File: src/rtl/squarediff_accum.sv
// squarediff_accum: pipelined (a-b)^2 / (a+b)^2 engine with framed, saturating
// accumulation of the squares (sum-of-squared-differences unit).
//
// Ports
//   clk        rising-edge clock
//   rst        synchronous active-high reset (zeroes pipeline, running state, outputs)
//   clr        synchronous flush: kills in-flight samples and restarts the frame,
//              published acc_* values are retained
//   in_valid   a/b/mode/in_last valid this cycle (no backpressure)
//   in_last    sample closes its frame
//   mode       0: (a-b)^2, 1: (a+b)^2
//   a, b       signed operands, SIZEIN bits
//   sq_valid   sq_out valid (in_valid delayed by three register stages)
//   sq_out     signed square, always >= 0, holds its last value across bubbles
//   acc_valid  one-cycle pulse when a frame result is published
//   acc_out    saturating frame sum of squares
//   acc_count  saturating sample count of the published frame
//   acc_ovf    published frame saturated its sum or its count
module squarediff_accum #(
  parameter int unsigned SIZEIN = 16,
  parameter int unsigned ACCW   = 48,
  parameter int unsigned CNTW   = 16
) (
  input  logic                         clk,
  input  logic                         rst,
  input  logic                         clr,
  input  logic                         in_valid,
  input  logic                         in_last,
  input  logic                         mode,
  input  logic signed [SIZEIN-1:0]     a,
  input  logic signed [SIZEIN-1:0]     b,
  output logic                         sq_valid,
  output logic signed [2*SIZEIN+1:0]   sq_out,
  output logic                         acc_valid,
  output logic [ACCW-1:0]              acc_out,
  output logic [CNTW-1:0]              acc_count,
  output logic                         acc_ovf
);

  localparam int unsigned DW   = SIZEIN + 1;      // pre-adder width, never wraps
  localparam int unsigned SQW  = 2 * SIZEIN + 2;  // square width
  localparam int unsigned MAGW = 2 * SIZEIN + 1;  // magnitude bits of a non-negative square
  localparam int unsigned SUMW = ACCW + 1;        // accumulator width plus carry

  // S1: operand capture
  logic                     v1, last1, mode1;
  logic signed [SIZEIN-1:0] a1, b1;

  always_ff @(posedge clk) begin
    if (rst) begin
      v1    <= 1'b0;
      last1 <= 1'b0;
      mode1 <= 1'b0;
      a1    <= '0;
      b1    <= '0;
    end else begin
      v1    <= in_valid & ~clr;
      last1 <= in_last & in_valid;
      mode1 <= mode;
      a1    <= a;
      b1    <= b;
    end
  end

  // S2: sign-extended pre-add/sub
  logic signed [DW-1:0] pre_c;
  logic signed [DW-1:0] d2;
  logic                 v2, last2;

  always_comb begin
    pre_c = '0;
    if (mode1) pre_c = DW'(a1) + DW'(b1);
    else       pre_c = DW'(a1) - DW'(b1);
  end

  always_ff @(posedge clk) begin
    if (rst) begin
      v2    <= 1'b0;
      last2 <= 1'b0;
      d2    <= '0;
    end else begin
      v2    <= v1 & ~clr;
      last2 <= last1;
      d2    <= pre_c;
    end
  end

  // S3: square; sq_out only updates on valid data so bubbles hold the last value
  logic signed [SQW-1:0] dx_c;
  logic signed [SQW-1:0] sq_c;
  logic                  last3;

  always_comb begin
    dx_c = SQW'(d2);
    sq_c = dx_c * dx_c;
  end

  always_ff @(posedge clk) begin
    if (rst) begin
      sq_valid <= 1'b0;
      sq_out   <= '0;
      last3    <= 1'b0;
    end else begin
      sq_valid <= v2 & ~clr;
      last3    <= last2;
      if (v2 & ~clr) sq_out <= sq_c;
    end
  end

  // S4: saturating running sum/count for the open frame
  logic [ACCW-1:0] run_sum;
  logic [CNTW-1:0] run_cnt;
  logic            run_ovf;

  logic [SUMW-1:0] sum_c;
  logic            sum_sat_c;
  logic [ACCW-1:0] sum_next_c;
  logic            cnt_sat_c;
  logic [CNTW-1:0] cnt_next_c;
  logic            ovf_next_c;

  always_comb begin
    sum_c      = {1'b0, run_sum} + SUMW'(sq_out[MAGW-1:0]);
    sum_sat_c  = sum_c[SUMW-1];
    sum_next_c = sum_sat_c ? '1 : sum_c[ACCW-1:0];
    cnt_sat_c  = &run_cnt;
    cnt_next_c = cnt_sat_c ? run_cnt : run_cnt + CNTW'(1);
    ovf_next_c = run_ovf | sum_sat_c | cnt_sat_c;
  end

  always_ff @(posedge clk) begin
    if (rst) begin
      run_sum   <= '0;
      run_cnt   <= '0;
      run_ovf   <= 1'b0;
      acc_valid <= 1'b0;
      acc_out   <= '0;
      acc_count <= '0;
      acc_ovf   <= 1'b0;
    end else if (clr) begin
      // flush wins over an in-flight last; published results stay visible
      run_sum   <= '0;
      run_cnt   <= '0;
      run_ovf   <= 1'b0;
      acc_valid <= 1'b0;
    end else begin
      acc_valid <= sq_valid & last3;
      if (sq_valid) begin
        if (last3) begin
          acc_out   <= sum_next_c;
          acc_count <= cnt_next_c;
          acc_ovf   <= ovf_next_c;
          run_sum   <= '0;
          run_cnt   <= '0;
          run_ovf   <= 1'b0;
        end else begin
          run_sum   <= sum_next_c;
          run_cnt   <= cnt_next_c;
          run_ovf   <= ovf_next_c;
        end
      end
    end
  end

endmodule

File: config.mk
export PLATFORM = sky130hd
export DESIGN_NAME = squarediff_accum
export DESIGN_NICKNAME = d
export VERILOG_FILES = /design/src/rtl/squarediff_accum.sv
export SDC_FILE = /design/constraint.sdc
export NUM_CORES = 1
export LEC_CHECK = 0
export ABC_CLOCK_PERIOD_IN_PS = 7650
export CORE_MARGIN = 2
export CORE_UTILIZATION = 45
export DETAILED_ROUTE_END_ITERATION = 12
export GPL_ROUTABILITY_DRIVEN = 0
export SYNTH_ARGS = -nofsm -noshare
export SYNTH_HDL_FRONTEND = slang
export SYNTH_SLANG_ARGS = --single-unit
File: constraint.sdc
create_clock -name clk -period 7.65 [get_ports clk]
set_input_delay 1.9125 -clock clk [delete_from_list [all_inputs] [get_ports clk]]
set_output_delay 1.9125 -clock clk [all_outputs]
set_load 0.05 [all_outputs]
### Yosys cells after proc, flatten, opt, wreduce, memory -nomap -nowiden

Index checks and enable logic that the tools add are counted.

* divide/modulo/power cells: 0
* bitwise gates (word level): 8
* mux-type cells: 6
* multiply operators: 1
* shift operators: 0
* equality and inequality tests: 0
* reductions and logical operators: 3
* order comparisons: 0
* $add $sub $neg: 4

Operators by type and width (count)
* 48-bit 2-to-1 mux: 2
* 48-bit by 33-bit adder with 49-bit output: 1
* 17-bit by 17-bit multiplier with 34-bit output: 1
* 16-bit 2-to-1 mux: 2
* 16-bit by 16-bit adder with 17-bit output: 1
* 17-bit 2-to-1 mux: 1
* 16-bit by 16-bit subtractor with 17-bit output: 1
* 16-bit by 1-bit adder with 16-bit output, second input constant: 1
* 16-bit AND reduction: 1
* 1-bit AND: 5
* 3-bit AND reduction: 1
* 1-bit OR: 2
* 2-bit OR reduction: 1
* 1-bit 2-to-1 mux: 1
* 1-bit NOT: 1

* input bits: 38
* bits in registers: 221
* bits in read-only memories: 0
* memories kept: 0
* bits in writable memories: 0
* logic and storage cells: 40
* output and inout port bits: 101
* latch bits: 0

### Longest topological paths before layout

Gate-level depths: netlist of the first run.

* word-level depth: 4
* gate-level depth with buffers: 27
* gate-level depth less buffers: 25

### Worst setup path before layout of the first run

Ideal clock, no wire load.

* path type: reg2reg
* start: register d2[2]
* end: register sq_out[33]
* data required time: 7526 ps
* path buffers: 2
* cell stages (with the launch flop): 22
* setup time: 124 ps
* slack: 1269 ps
* clock period less this slack: 6381 ps
* data arrival time: 6257 ps
* path through: dfxtp_1 -> clkbuf_1 -> clkbuf_1 -> nand2_1 -> fa_1 -> fa_1 -> inv_1 -> fa_1 -> fa_1 -> fa_1 -> inv_1 -> fa_1 -> inv_1 -> ha_1 -> o41ai_1 -> o22ai_1 -> nor3_1 -> a21oi_2 -> a21o_2 -> a21o_1 -> a211oi_1 -> o31ai_1

* longest elaborated chain between the ends: 1

Ends and longest elaborated chain
* start, declared: RTL line 67 `logic signed [DW-1:0] d2;`
* start signal, assigned: RTL line 84 `d2 <= pre_c;`
* 17-bit by 17-bit multiplier with 34-bit output: RTL line 95 `sq_c = dx_c * dx_c;`
* end signal, assigned: RTL line 106 `if (v2 & ~clr) sq_out <= sq_c;`
* end, declared: RTL line 33 `output logic signed [2*SIZEIN+1:0] sq_out,`

Every way passes these cells.
A chain may end at the register's enable or synchronous reset.

### Final worst setup path of the first run

* start: register d2[7]
* end: register sq_out[31]

Same word-level chain as after synthesis.

==> results of run 1 <==
-- flip-flops by register name, summed over array words and instances, names as in the netlist, 16 cells and up --
signal and flops:
acc_out 48, run_sum 48, sq_out 33, d2 17
a1 16, acc_count 16, b1 16, run_cnt 16
-- path summary, 6_finish.rpt --
| check | start | end | slack, ns | cells after the start |
|---|---|---|---|---|
| setup / recovery | d2[7] | sq_out[31] | 0.67 | 24 |
| hold / removal | v1 | v2 | 0.43 | 1 |
| setup reg to reg | d2[7] | sq_out[31] | 0.67 | 24 |
| hold reg to reg | v1 | v2 | 0.43 | 1 |
-- metal layers --
metal / vias to the layer above / global-route usage (%)
li1: 7746 / -
met2: 303 / 37.3
met3: 75 / 3.07
met4: 0 / 5.02
met5: - / 0
met1: 7666 / 28.9
-- kinds of logic (layout without fill, tap and decap cells) --
group | after synthesis | in the layout | share of synthesized area (%)
muxes | 6 | 6 | 0.299
xor gates and xnor gates | 119 | 119 | 5.08
other | 1 | 1 | 0.0183
buffers and inverters | 482 | 601 | 8.94
AOI/OAI and AO/OA | 436 | 436 | 14.1
and+or+nand+nor | 670 | 670 | 15.5
DFF | 220 | 220 | 21.4
adders and majority gates | 407 | 407 | 34.7
-- cell usage after synthesis, types with 10 or more instances --
library cell / number / area [um2]
and2_1: 71 / 444
inv_1: 389 / 1460
o21a_1: 10 / 75.1
a31oi_1: 14 / 87.6
nor3_1: 49 / 245
or3_1: 14 / 87.6
and3_1: 18 / 113
o21bai_1: 20 / 150
a311oi_1: 11 / 96.3
o21ai_0: 70 / 350
dfxtp_1: 220 / 4400
nand3_1: 37 / 185
fa_1: 270 / 5410
nor2b_1: 50 / 313
a21o_1: 50 / 375
a211oi_1: 44 / 330
xor2_1: 52 / 455
nand2b_1: 13 / 81.3
ha_1: 137 / 1710
nor2_1: 171 / 642
xnor2_1: 67 / 587
clkbuf_1: 80 / 300
a21oi_1: 143 / 716
nand2_1: 205 / 769
-- power by group through the flow --
stage | logic (uW) | registers, uW | clock network [uW]
finish | 6370 | 1290 | 1300
global route | 7390 | 1300 | 1370
CTS | 6500 | 1290 | 1320
detailed placement | 6460 | 1320 | 0
global placement | 6400 | 1320 | 0
floorplan | 5000 | 1300 | 0
-- layout make-up --
class / count / area, um2 / area share, %
clock inverter: 12 / 173 / 0.738
clock buffer: 35 / 734 / 3.14
multi-input combinational: 1639 / 14300 / 61.1
timing repair buffer: 165 / 1580 / 6.75
sequential: 220 / 4400 / 18.8
tap: 600 / 751 / 3.21
inverter: 389 / 1460 / 6.24
-- stage by stage --
stage	util [%]	setup WS [ns]	cells	cell area, um2	power, uW
finish	51.8	0.673	3060	23400	8960
detailed placement	49.8	0.678	3013	22500	7780
global route	51.8	0.254	3060	23400	10100
global placement	49.8	0.846	3013	22500	7710
CTS	51.8	0.645	3060	23400	9110
floorplan	-	1.27	2341	20500	6300
-- critical path, stage by stage, from the launching register on --
cell       delay [ns]
dfxtp_1          0.89
and2_1           0.28
inv_1            0.07
fa_1             0.50
inv_1            0.05
fa_1             0.54
inv_1            0.06
fa_1             0.54
inv_1            0.06
fa_1             0.50
fa_1             0.55
inv_1            0.06
fa_1             0.52
inv_1            0.04
ha_1             0.35
o21ai_0          0.10
nor2_1           0.08
o41ai_1          0.37
o22ai_1          0.17
nor3_1           0.22
a21oi_2          0.11
a21o_2           0.24
a2111oi_0        0.37
o21ai_0          0.16
nand2_1          0.09
==> flow_summary.yaml, run 1 <==
placement:
  io_buffer_count: 137
  hpwlAfterDp_um: 39100
detailed_routing:
  route.detailed.drc: 0
  vias_per_cell: 5.16
  firstDrtPassIters: 6
  drt-total-wl_um: 49600
  dr.max_layer_used: "met4"
  ant_nets: 0
  dr_wl_met3_um: 2100
  wl_met1_um: 22800
  vias: 15800
  met2RoutedLength_um: 23600
  first_iter_violations: 785
  wire_per_inst_um: 16.2
floorplan:
  die_h_um: 218
  start_util_pct: 45.4
  die_area_um2: 47400
  fp-row-count: 78
  core-area_um2: 45200
  die_w_um: 218
  io_pins: 139
pwr:
  share_seq_of_total_power_pct: 14.4
  intPower_uw: 4630
  power_density_nw_per_um2: 383
  p_clk_share_pct: 14.5
  pwr-share-comb_pct: 71.1
  power_leakage_uw: 0.0107
  netSwitchingPower_uw: 4330
  peakVddDrop_mv: 0.458
  sw_frac_of_total_pct: 48.3
finish:
  num_antenna_cells: 0
  fill_cells: 4235
  fin_nets: 2886
  area_delta_synth_final_pct: 14.0
  layout_commonest_cell: "inv_1"
  layout-drive-gt1-share_pct: 4.35
  final_cell_mix: "inv_1, fa_1, dfxtp_1, nand2_1, nor2_1"
yosys:
  synth_seq_cells: 220
  seq_area_frac_synth_pct: 21.4
  syn_nets: 2786
  syn-cell-area_um2: 20500
  synth_top_flop_cell: "dfxtp_1"
  synth_edf_count: 0
  syn_avg_cell_area_um2: 8.77
  ys.warnings.count: 0
  ys_async_sr_fraction_pct: 0
  synth_cells: 2341
  synthDistinctLibCells: 82
run_status:
  status: "finished, final reports clean"
global_route:
  grt_pass1_wl_um: 82600
  antenna_found_initial: 1
  grt_max_degree: 82
  grt_overflow: 0
  grtUsageTotal_pct: 21.7
  grt_pass1_vias: 16400
worst_hold_path:
  hold_path_class: "reg2reg"
sta:
  fmax_mhz: 143
  hold_violations: 0
  tightest_slew_ns: 0.890
  rsz0062_at_grt: "no"
  setup_violations: 0
  slew_headroom_pct: 40.6
  fin_hold_ws_ns: 0.428
  tns_ns: 0
  fin_crit_sh_pct: 91.2
  fin_skew_ns: 0.0318
  fin_crit_ns: 6.98
  maxSlewViolCount: 0
clocking:
  cts_hold_buf: 0
  clkLatencyLatePin_ns: 0.56
  post_cts_buffers: 0
  clockRootBuffer: "clkbuf_16"
  clkTransAtPathRegs_ns: 0.06
  htree_levels: 1
  numCtsBuffers: 26
  cts_resized: 0
  cts_tree: "built"
  clock-sinks: 220
  clockBufferDepth: 3
setup_path:
  crit_type: "reg2reg"
  arrival_ns: 7.48
  start_kind: "flip-flop"
  critPathMaxFanout: 18
  required_ns: 8.15
  crit_path_end_kind: "flip-flop"
run:
  drv_cap: 0
Power figures use the tool's default switching activity.
==> run 2: changes to the inputs <==
--- a/config.mk
+++ b/config.mk
@@ -6,9 +6,9 @@
 export NUM_CORES = 1
 export LEC_CHECK = 0
 export ABC_CLOCK_PERIOD_IN_PS = 7650
-export CORE_MARGIN = 2
 export CORE_UTILIZATION = 45
 export DETAILED_ROUTE_END_ITERATION = 12
+export DONT_BUFFER_PORTS = 1
 export GPL_ROUTABILITY_DRIVEN = 0
 export SYNTH_ARGS = -nofsm -noshare
 export SYNTH_HDL_FRONTEND = slang
==> run 2 against run 1 <==
  * Sequential share of layout area grew 1.3 points
  * Clock power is essentially flat
  * Critical path depth shrank 1
  * Register-to-register slack gained 0.11 ns
  * Via count shrank 3.1%
  * Utilization shrank 2.6 points
  * Total power shrank 3.0%
  * Non-clock buffer count shrank 143
  * Die area shrank 1.8%
  * Hold slack gained 0.00092 ns
==> flow_summary.yaml, run 2 (synthesis results as in run 1) <==
setup_path:
  start_kind: "flip-flop"
  cpMostUsedCell: "fa_1"
  crit_path_end_kind: "flip-flop"
  cpMaxStageDelayCell: "dfxtp_1"
  arrival_ns: 7.31
  cpPeakStageDelay_ns: 0.78
  crit_buf_inv: 5
  crit_family: "adder cells"
  critPathMaxFanout: 17
  path_cells: "nand2_1, fa_1, inv_1, fa_1, inv_1, fa_1, inv_1, fa_1, fa_1, inv_1, fa_1, inv_1, ha_1, nand3_1, nor3_2, o211ai_1, a2111o_1, or2_1, a21oi_2, a21o_2, a21o_1, a211oi_1, o31ai_1"
  required_ns: 8.10
  crit_type: "reg2reg"
clocking:
  post_cts_buffers: 0
  clock-sinks: 220
  cts_resized: 0
  clockBufferDepth: 3
  htree_levels: 1
  numCtsBuffers: 25
  cts_tree: "built"
  cts_hold_buf: 0
  clockRootBuffer: "clkbuf_16"
  clkTransAtPathRegs_ns: 0.07
  clkLatencyLatePin_ns: 0.54
floorplan:
  fp-row-count: 77
  core-area_um2: 44600
  die_area_um2: 46500
  die_w_um: 216
  start_util_pct: 46.0
  io_pins: 139
  die_h_um: 216
placement:
  place_area_um2: 21100
  io_buffer_count: 0
  dp.cells: 2862
  place_ws_ns: 0.841
  hpwlAfterDp_um: 38000
detailed_routing:
  route.detailed.drc: 0
  ant_nets: 0
  wire_per_inst_um: 16.5
  vias: 15300
  first_iter_violations: 839
  vias_per_cell: 5.26
  drt-total-wl_um: 48000
  firstDrtPassIters: 5
pwr:
  sw_frac_of_total_pct: 47.6
  netSwitchingPower_uw: 4140
  peakVddDrop_mv: 0.511
  pwr-share-comb_pct: 70.0
  p_clk_share_pct: 14.6
  power_density_nw_per_um2: 396
  share_seq_of_total_power_pct: 15.4
  p_total_uw: 8700
  power_leakage_uw: 0.0102
  intPower_uw: 4550
finish:
  fill_cells: 4282
  largest_registers: "acc_out: 48 flops, run_sum: 48 flops, sq_out: 33 flops"
  final_cell_area_um2: 21900
  num_antenna_cells: 0
  final_cell_mix: "inv_1, fa_1, dfxtp_1, nand2_1, nor2_1"
  layout-drive-gt1-share_pct: 4.19
  final_cells: 2907
  area_delta_synth_final_pct: 6.88
  layout_commonest_cell: "inv_1"
  fin_nets: 2742
run:
  drv_cap: 0
sta:
  fin_crit_ns: 6.87
  tns_ns: 0
  setup_violations: 0
  fin_skew_ns: 0.0230
  hold_violations: 0
  fmax_mhz: 146
  tightest_slew_ns: 0.909
  fin_crit_sh_pct: 89.8
  rsz0062_at_grt: "no"
  fin_ws_ns: 0.781
  maxSlewViolCount: 0
  slew_headroom_pct: 39.2
worst_hold_path:
  hold_path_class: "reg2reg"
global_route:
  grt_overflow: 0
  grt_pass1_vias: 15800
  antenna_found_initial: 0
  grtUsageTotal_pct: 21.6
  grt_pass1_wl_um: 81200
  grt_max_degree: 156
run_status:
  status: "finished, final reports clean"
==> run 2: cell count changes in the layout (fill, tap and decap cells not counted) <==
cell	before	now
clkinv_4	1	2
or2_1	1	2
clkbuf_16	26	25
or2_2	10	9
clkdlybuf4s50_1	136	0
buf_4	29	22
clkinv_16	1	0
clkbuf_8	5	4
clkinv_2	4	3
bufinv_16	3	4
==> run 2: path summary, 6_finish.rpt <==
kind / slack [ns] / cells past startpoint / end / startpoint
worst min-delay path: 0.43 / 1 / v2 / v1
worst max register to register: 0.78 / 23 / sq_out[33] / d2[8]
worst max-delay path: 0.78 / 23 / sq_out[33] / d2[8]
worst min register to register: 0.43 / 1 / v2 / v1
==> run 2: layout make-up <==
type                            instances  area [um2]  area share [%]
Sequential cell                       220        4400            20.1
Clock buffer                           33         696            3.17
Multi-Input combinational cell       1639       14300            65.2
Inverter                              389        1460            6.65
Clock inverter                         12         176           0.804
Tap cell                              592         741            3.37
Timing Repair Buffer                   22         165           0.752
==> run 2: stage by stage <==
step           utilization, %  hold slack, ns
2_1_floorplan               -           0.406
5_1_grt                  49.2           0.449
3_3_place_gp             47.2           0.414
6_report                 49.2           0.429
4_1_cts                  49.2           0.436
3_5_place_dp             47.2           0.421
==> run 2: layer usage <==
layer	vias up	global-route usage, %	routed length, um
li1	7461	-	-
met1	7453	27.6	20700
met2	312	37.3	23500
met3	77	3.61	2450
met4	0	5.91	1340
met5	-	0.313	0
==> run 2: power by group through the flow <==
stage | clock network (uW) | logic, uW | registers [uW]
after floorplan | 0 | 5000 | 1300
after global placement | 0 | 6090 | 1360
after detailed placement | 0 | 6170 | 1360
after CTS | 1300 | 6210 | 1340
after global routing | 1350 | 7130 | 1350
final | 1270 | 6090 | 1340
==> RTL change 1 (flow settings as in run 1) <==
The parameter `ACCW` goes from 48 to 24.
--- a/src/rtl/squarediff_accum.sv
+++ b/src/rtl/squarediff_accum.sv
@@ -19,5 +19,5 @@
 module squarediff_accum #(
   parameter int unsigned SIZEIN = 16,
-  parameter int unsigned ACCW   = 48,
+  parameter int unsigned ACCW   = 24,
   parameter int unsigned CNTW   = 16
 ) (
Interface: changed (resized acc_out); port bits go from 139 to 115. No check against the original RTL was run, so the function may have changed too.
==> RTL change 1 against run 1 <==
Routed wire length shrank 12%; synthesized area shrank 12%; total power grew 8.2%; cell count shrank 13%; setup slack gained 0.17 ns; final area shrank 13%; largest power group unchanged; sequential cell count shrank 48; critical endpoint unchanged; largest cell class unchanged; highest routed layer unchanged; non-clock buffer count shrank 32.
==> RTL change 1: results <==
export IMPL_grt_total_usage_pct=22.2
export IMPL_numCtsBuffers=17
export IMPL_synth_fp_nets=2478
export IMPL_num_antenna_cells=0
export IMPL_crit_start="d2[11]"
export IMPL_cp_max_fo=12
export IMPL_dr_pass1_iters=5
export IMPL_largestRegisters="sq_out x33, acc_out x24, run_sum x24"
export IMPL_cts_repair_resized=0
export IMPL_worstMarginPinSlew_ns=1.15
export IMPL_drive_gt1_share_pct=3.99
export IMPL_clockBufferDepth=2
export IMPL_grt_start_max_net_pins=58
export IMPL_final_cells=2653
export IMPL_leakage_uw=0.00957
export IMPL_synthTopCellsByArea="fa_1 30%, dfxtp_1 19%, ha_1 9.2%, inv_1 7.7%, nand2_1 3.5%"
export IMPL_synth_distinct_cells=75
export IMPL_timing_rr_end="sq_out[31]"
export IMPL_worst_setup_path_type="flip-flop to flip-flop"
export IMPL_wirelength_mm=43.7
export IMPL_clk_latency_ns=0.44
export IMPL_ir_drop_uv=481
export IMPL_worst_r2r_cell_count=18
export IMPL_crit_arrival_ns=7.12
export IMPL_viasPerCell=5.12
export IMPL_hold_path_depth=1
export IMPL_post_place_ws_ns=0.891
export IMPL_portBuffers=113
export IMPL_num_fill_cells=3793
export IMPL_fin_nets=2553
export IMPL_yosysWarnings=0
export IMPL_grt_pass1_vias=14100
export IMPL_fin_worst_skew_ns=0.0126
export IMPL_timing_final_ws_setup_ns=0.843
export IMPL_post_cts_setup_buffer_count=0
export IMPL_drt_initial_drc_count=748
export IMPL_grt_pass1_wl_mm=73.3
export IMPL_status="finished, final reports clean"
export IMPL_netlist_instances=2040
export IMPL_htreeDepth=4
export IMPL_hpwlAfterDp_mm=35.4
export IMPL_synthTopCellsByCount="370 x inv_1, 267 x fa_1, 172 x dfxtp_1"
export IMPL_yosysSeqAreaShare_pct=19.1
export IMPL_synth_ff_type="dfxtp_1"
==> RTL change 1: cell count changes in the layout (fill, tap and decap cells not counted), sizes merged, moves of 15 or more <==
cell / change
clkbuf: -15
inv: -15
clkdlybuf4s50: -24
a21o: -21
a211oi: -23
dfxtp: -48
o21bai: -21
a21oi: -31
xnor2: -17
nor2: -19
nand2: -38
==> RTL change 1: cell type report <==
type | count | share of cell area (%)
clock buffers | 20 | 2.21
clock inverters | 12 | 0.766
inverters | 372 | 6.89
multi-input cells | 1419 | 63.6
flip-flops and latches | 172 | 17.0
well taps | 525 | 3.24
repair buffers | 133 | 6.31
==> RTL change 1: cell families after synthesis <==
kind of cell             Yosys count  synth area share [%]
other                              1                0.0208
AND/OR/NAND/NOR                  587                  15.7
buffers and inverters            449                  9.45
flip-flops                       172                  19.1
adder cells (fa/ha/maj)          400                  38.9
multiplexers                       7                 0.396
XOR/XNOR                          88                  4.32
AO/OA/AOI/OAI                    336                  12.1
==> RTL change 1: routing by layer <==
layer | up-vias | global-route usage, % | routed length [um]
met5 | - | 0 | 0
met4 | 0 | 5.72 | 767
met2 | 252 | 35.2 | 19800
li1 | 6620 | - | -
met1 | 6666 | 32.4 | 21300
met3 | 46 | 2.60 | 1780
==> RTL change 1: report_power, final <==
part           internal [uW]  switching [uW]
clock network            500             400
registers                939            93.3
logic                   3160            4610
total                   4600            5100
==> RTL change 1: worst min-delay path by stage <==
stage	slack, ns	endpoint	start
floorplan	0.41	v2	v1
global placement	0.41	v2	v1
detailed placement	0.41	v2	v1
CTS	0.43	last2	last1
global route	0.45	last2	last1
finish	0.43	v2	v1
==> RTL change 1: critical path: stages (launching register included) <==
cell      delay [ns]
dfxtp_1         0.75
inv_1           0.35
nor2_1          0.35
fa_1            0.46
inv_1           0.09
fa_1            0.41
fa_1            0.48
fa_1            0.53
fa_1            0.43
fa_1            0.50
inv_1           0.04
ha_1            0.33
and3_1          0.30
a22oi_1         0.47
nor2b_1         0.15
a2111o_1        0.47
a21boi_2        0.29
o21a_1          0.18
o211ai_1        0.10
==> RTL change 1: stage by stage <==
stage                     util (%)  hold WS [ns]  instance area [um^2]
after global routing          51.1         0.446                 20300
after CTS                     51.1         0.433                 20300
after floorplan                  -         0.406                 18000
final                         51.1         0.429                 20300
after detailed placement      49.6         0.415                 19700
after global placement        49.6         0.413                 19700
==> RTL change 2 (config.mk and constraints of run 1) <==
Made on the original files. Reset style: asynchronous (`rst`), changed in 4 clocked blocks. Comments in the files are not updated.
--- a/src/rtl/squarediff_accum.sv
+++ b/src/rtl/squarediff_accum.sv
@@ -47,5 +47,5 @@
   logic signed [SIZEIN-1:0] a1, b1;
 
-  always_ff @(posedge clk) begin
+  always_ff @(posedge clk or posedge rst) begin
     if (rst) begin
       v1    <= 1'b0;
@@ -74,5 +74,5 @@
   end
 
-  always_ff @(posedge clk) begin
+  always_ff @(posedge clk or posedge rst) begin
     if (rst) begin
       v2    <= 1'b0;
@@ -96,5 +96,5 @@
   end
 
-  always_ff @(posedge clk) begin
+  always_ff @(posedge clk or posedge rst) begin
     if (rst) begin
       sq_valid <= 1'b0;
@@ -129,5 +129,5 @@
   end
 
-  always_ff @(posedge clk) begin
+  always_ff @(posedge clk or posedge rst) begin
     if (rst) begin
       run_sum   <= '0;
Formal check against the unedited RTL: not equivalent (Yosys sat finds a counterexample within 4 cycles, from zero or initial values and one cycle with rst high; the reset may be asserted at any time).
==> RTL change 2 against run 1 <==
Routed wire length is 4.3% lower; synthesized cell count is 2.9% lower; sequential cell count stayed put; final area is 2.1% higher; synthesized area is 2.6% higher; setup slack better by 0.098 ns; critical path type unchanged; critical endpoint is now sq_out[32].
Power is left out: the tool's default activity adds up to more than one toggle a clock period on the data nets, which glitch-free logic cannot reach.
==> RTL change 2: results <==
export IMPL_dp_cells=2957
export IMPL_grt_start_max_net_pins=141
export IMPL_hpwlAfterDp_mm=37.3
export IMPL_yosys_area_share_xor_xnor_pct=4.45
export IMPL_wirelength_mm=47.4
export IMPL_grt_pass1_vias=16200
export IMPL_clockNetworkAreaShare_pct=3.62
export IMPL_wl_per_cell_um=15.8
export IMPL_dr_pass1_iters=5
export IMPL_crit_arrival_ns=7.33
export IMPL_fin_nets=2823
export IMPL_grt_pass1_wl_mm=80.9
export IMPL_synth_ff_type="dfrtp_1"
export IMPL_placed_area_mm2=0.0230
export IMPL_fp_coreArea_mm2=0.0464
export IMPL_netlist_instances=2274
export IMPL_async_flop_share_pct=100
export IMPL_synth_compound_area_share_pct=13.0
export IMPL_viasPerCell=5.16
export IMPL_inverters=399
export IMPL_num_fill_cells=4276
export IMPL_synth_fp_nets=2719
export IMPL_buf_share_pct=6.23
export IMPL_synth_distinct_cells=79
export IMPL_post_place_ws_ns=0.806
export IMPL_synthTopCellsByCount="398 x inv_1, 271 x nand2_1, 270 x fa_1"
export IMPL_multi_input_gates=1580
export IMPL_status="finished, final reports clean"
export IMPL_regArea_mm2=0.00551
export IMPL_multi_input_area_share_pct=57.7
export IMPL_synthTopCellsByArea="dfrtp_1 26%, fa_1 26%, ha_1 8.1%, inv_1 7.1%, nand2_1 4.8%"
export IMPL_grt_antenna_before_repair=0
## RTL change 2: worst paths after layout
kind / startpoint / endpoint / slack, ns / depth (start not counted)
worst max-delay path: d2[16] / sq_out[32] / 0.77 / 19
worst min-delay path: last1 / last2 / 0.35 / 0
worst max register to register: d2[16] / sq_out[32] / 0.77 / 19
worst min register to register: last1 / last2 / 0.35 / 0
max in group asynchronous: rst / d2[11] / 4.83 / 3
min in group asynchronous: rst / run_sum[7] / 1.65 / 2
## RTL change 2: routing by layer
metal	up-vias	routed length [um]	track usage (%)
li1	7522	-	-
met1	7578	21800	28.1
met2	326	22300	34.8
met3	71	2010	2.09
met4	0	1330	5.82
met5	-	0	0
## RTL change 2: logic make-up (layout without fill, tap and decap cells)
| family | Yosys count | after routing |
|---|---|---|
| AND/OR/NAND/NOR | 623 | 623 |
| buffers and inverters | 474 | 595 |
| AO/OA/AOI/OAI | 439 | 439 |
| adder cells (fa/ha/maj) | 407 | 407 |
| flip-flops | 220 | 220 |
| XOR/XNOR | 107 | 107 |
| multiplexers | 3 | 3 |
| other | 1 | 1 |
## RTL change 2: per-stage QoR
stage          utilization, %  hold slack (ns)
2_1_floorplan               -            0.331
3_3_place_gp             49.7            0.334
3_5_place_dp             49.7            0.342
4_1_cts                  51.6            0.355
5_1_grt                  51.6            0.361
6_report                 51.6            0.352
## RTL change 2: critical path: stages, from the launching register on
cell and delay, ns:
dfrtp_1 0.73, nand2_1 0.20, fa_1 0.64, inv_1 0.15, fa_1 0.79, fa_1 0.51
fa_1 0.48, fa_1 0.54, inv_1 0.05, fa_1 0.54, inv_1 0.04, ha_1 0.36
a21o_1 0.20, a21o_1 0.18, and2_1 0.17, or2_2 0.30, or3_1 0.31, o211ai_1 0.20
a21oi_1 0.10, o31ai_1 0.26
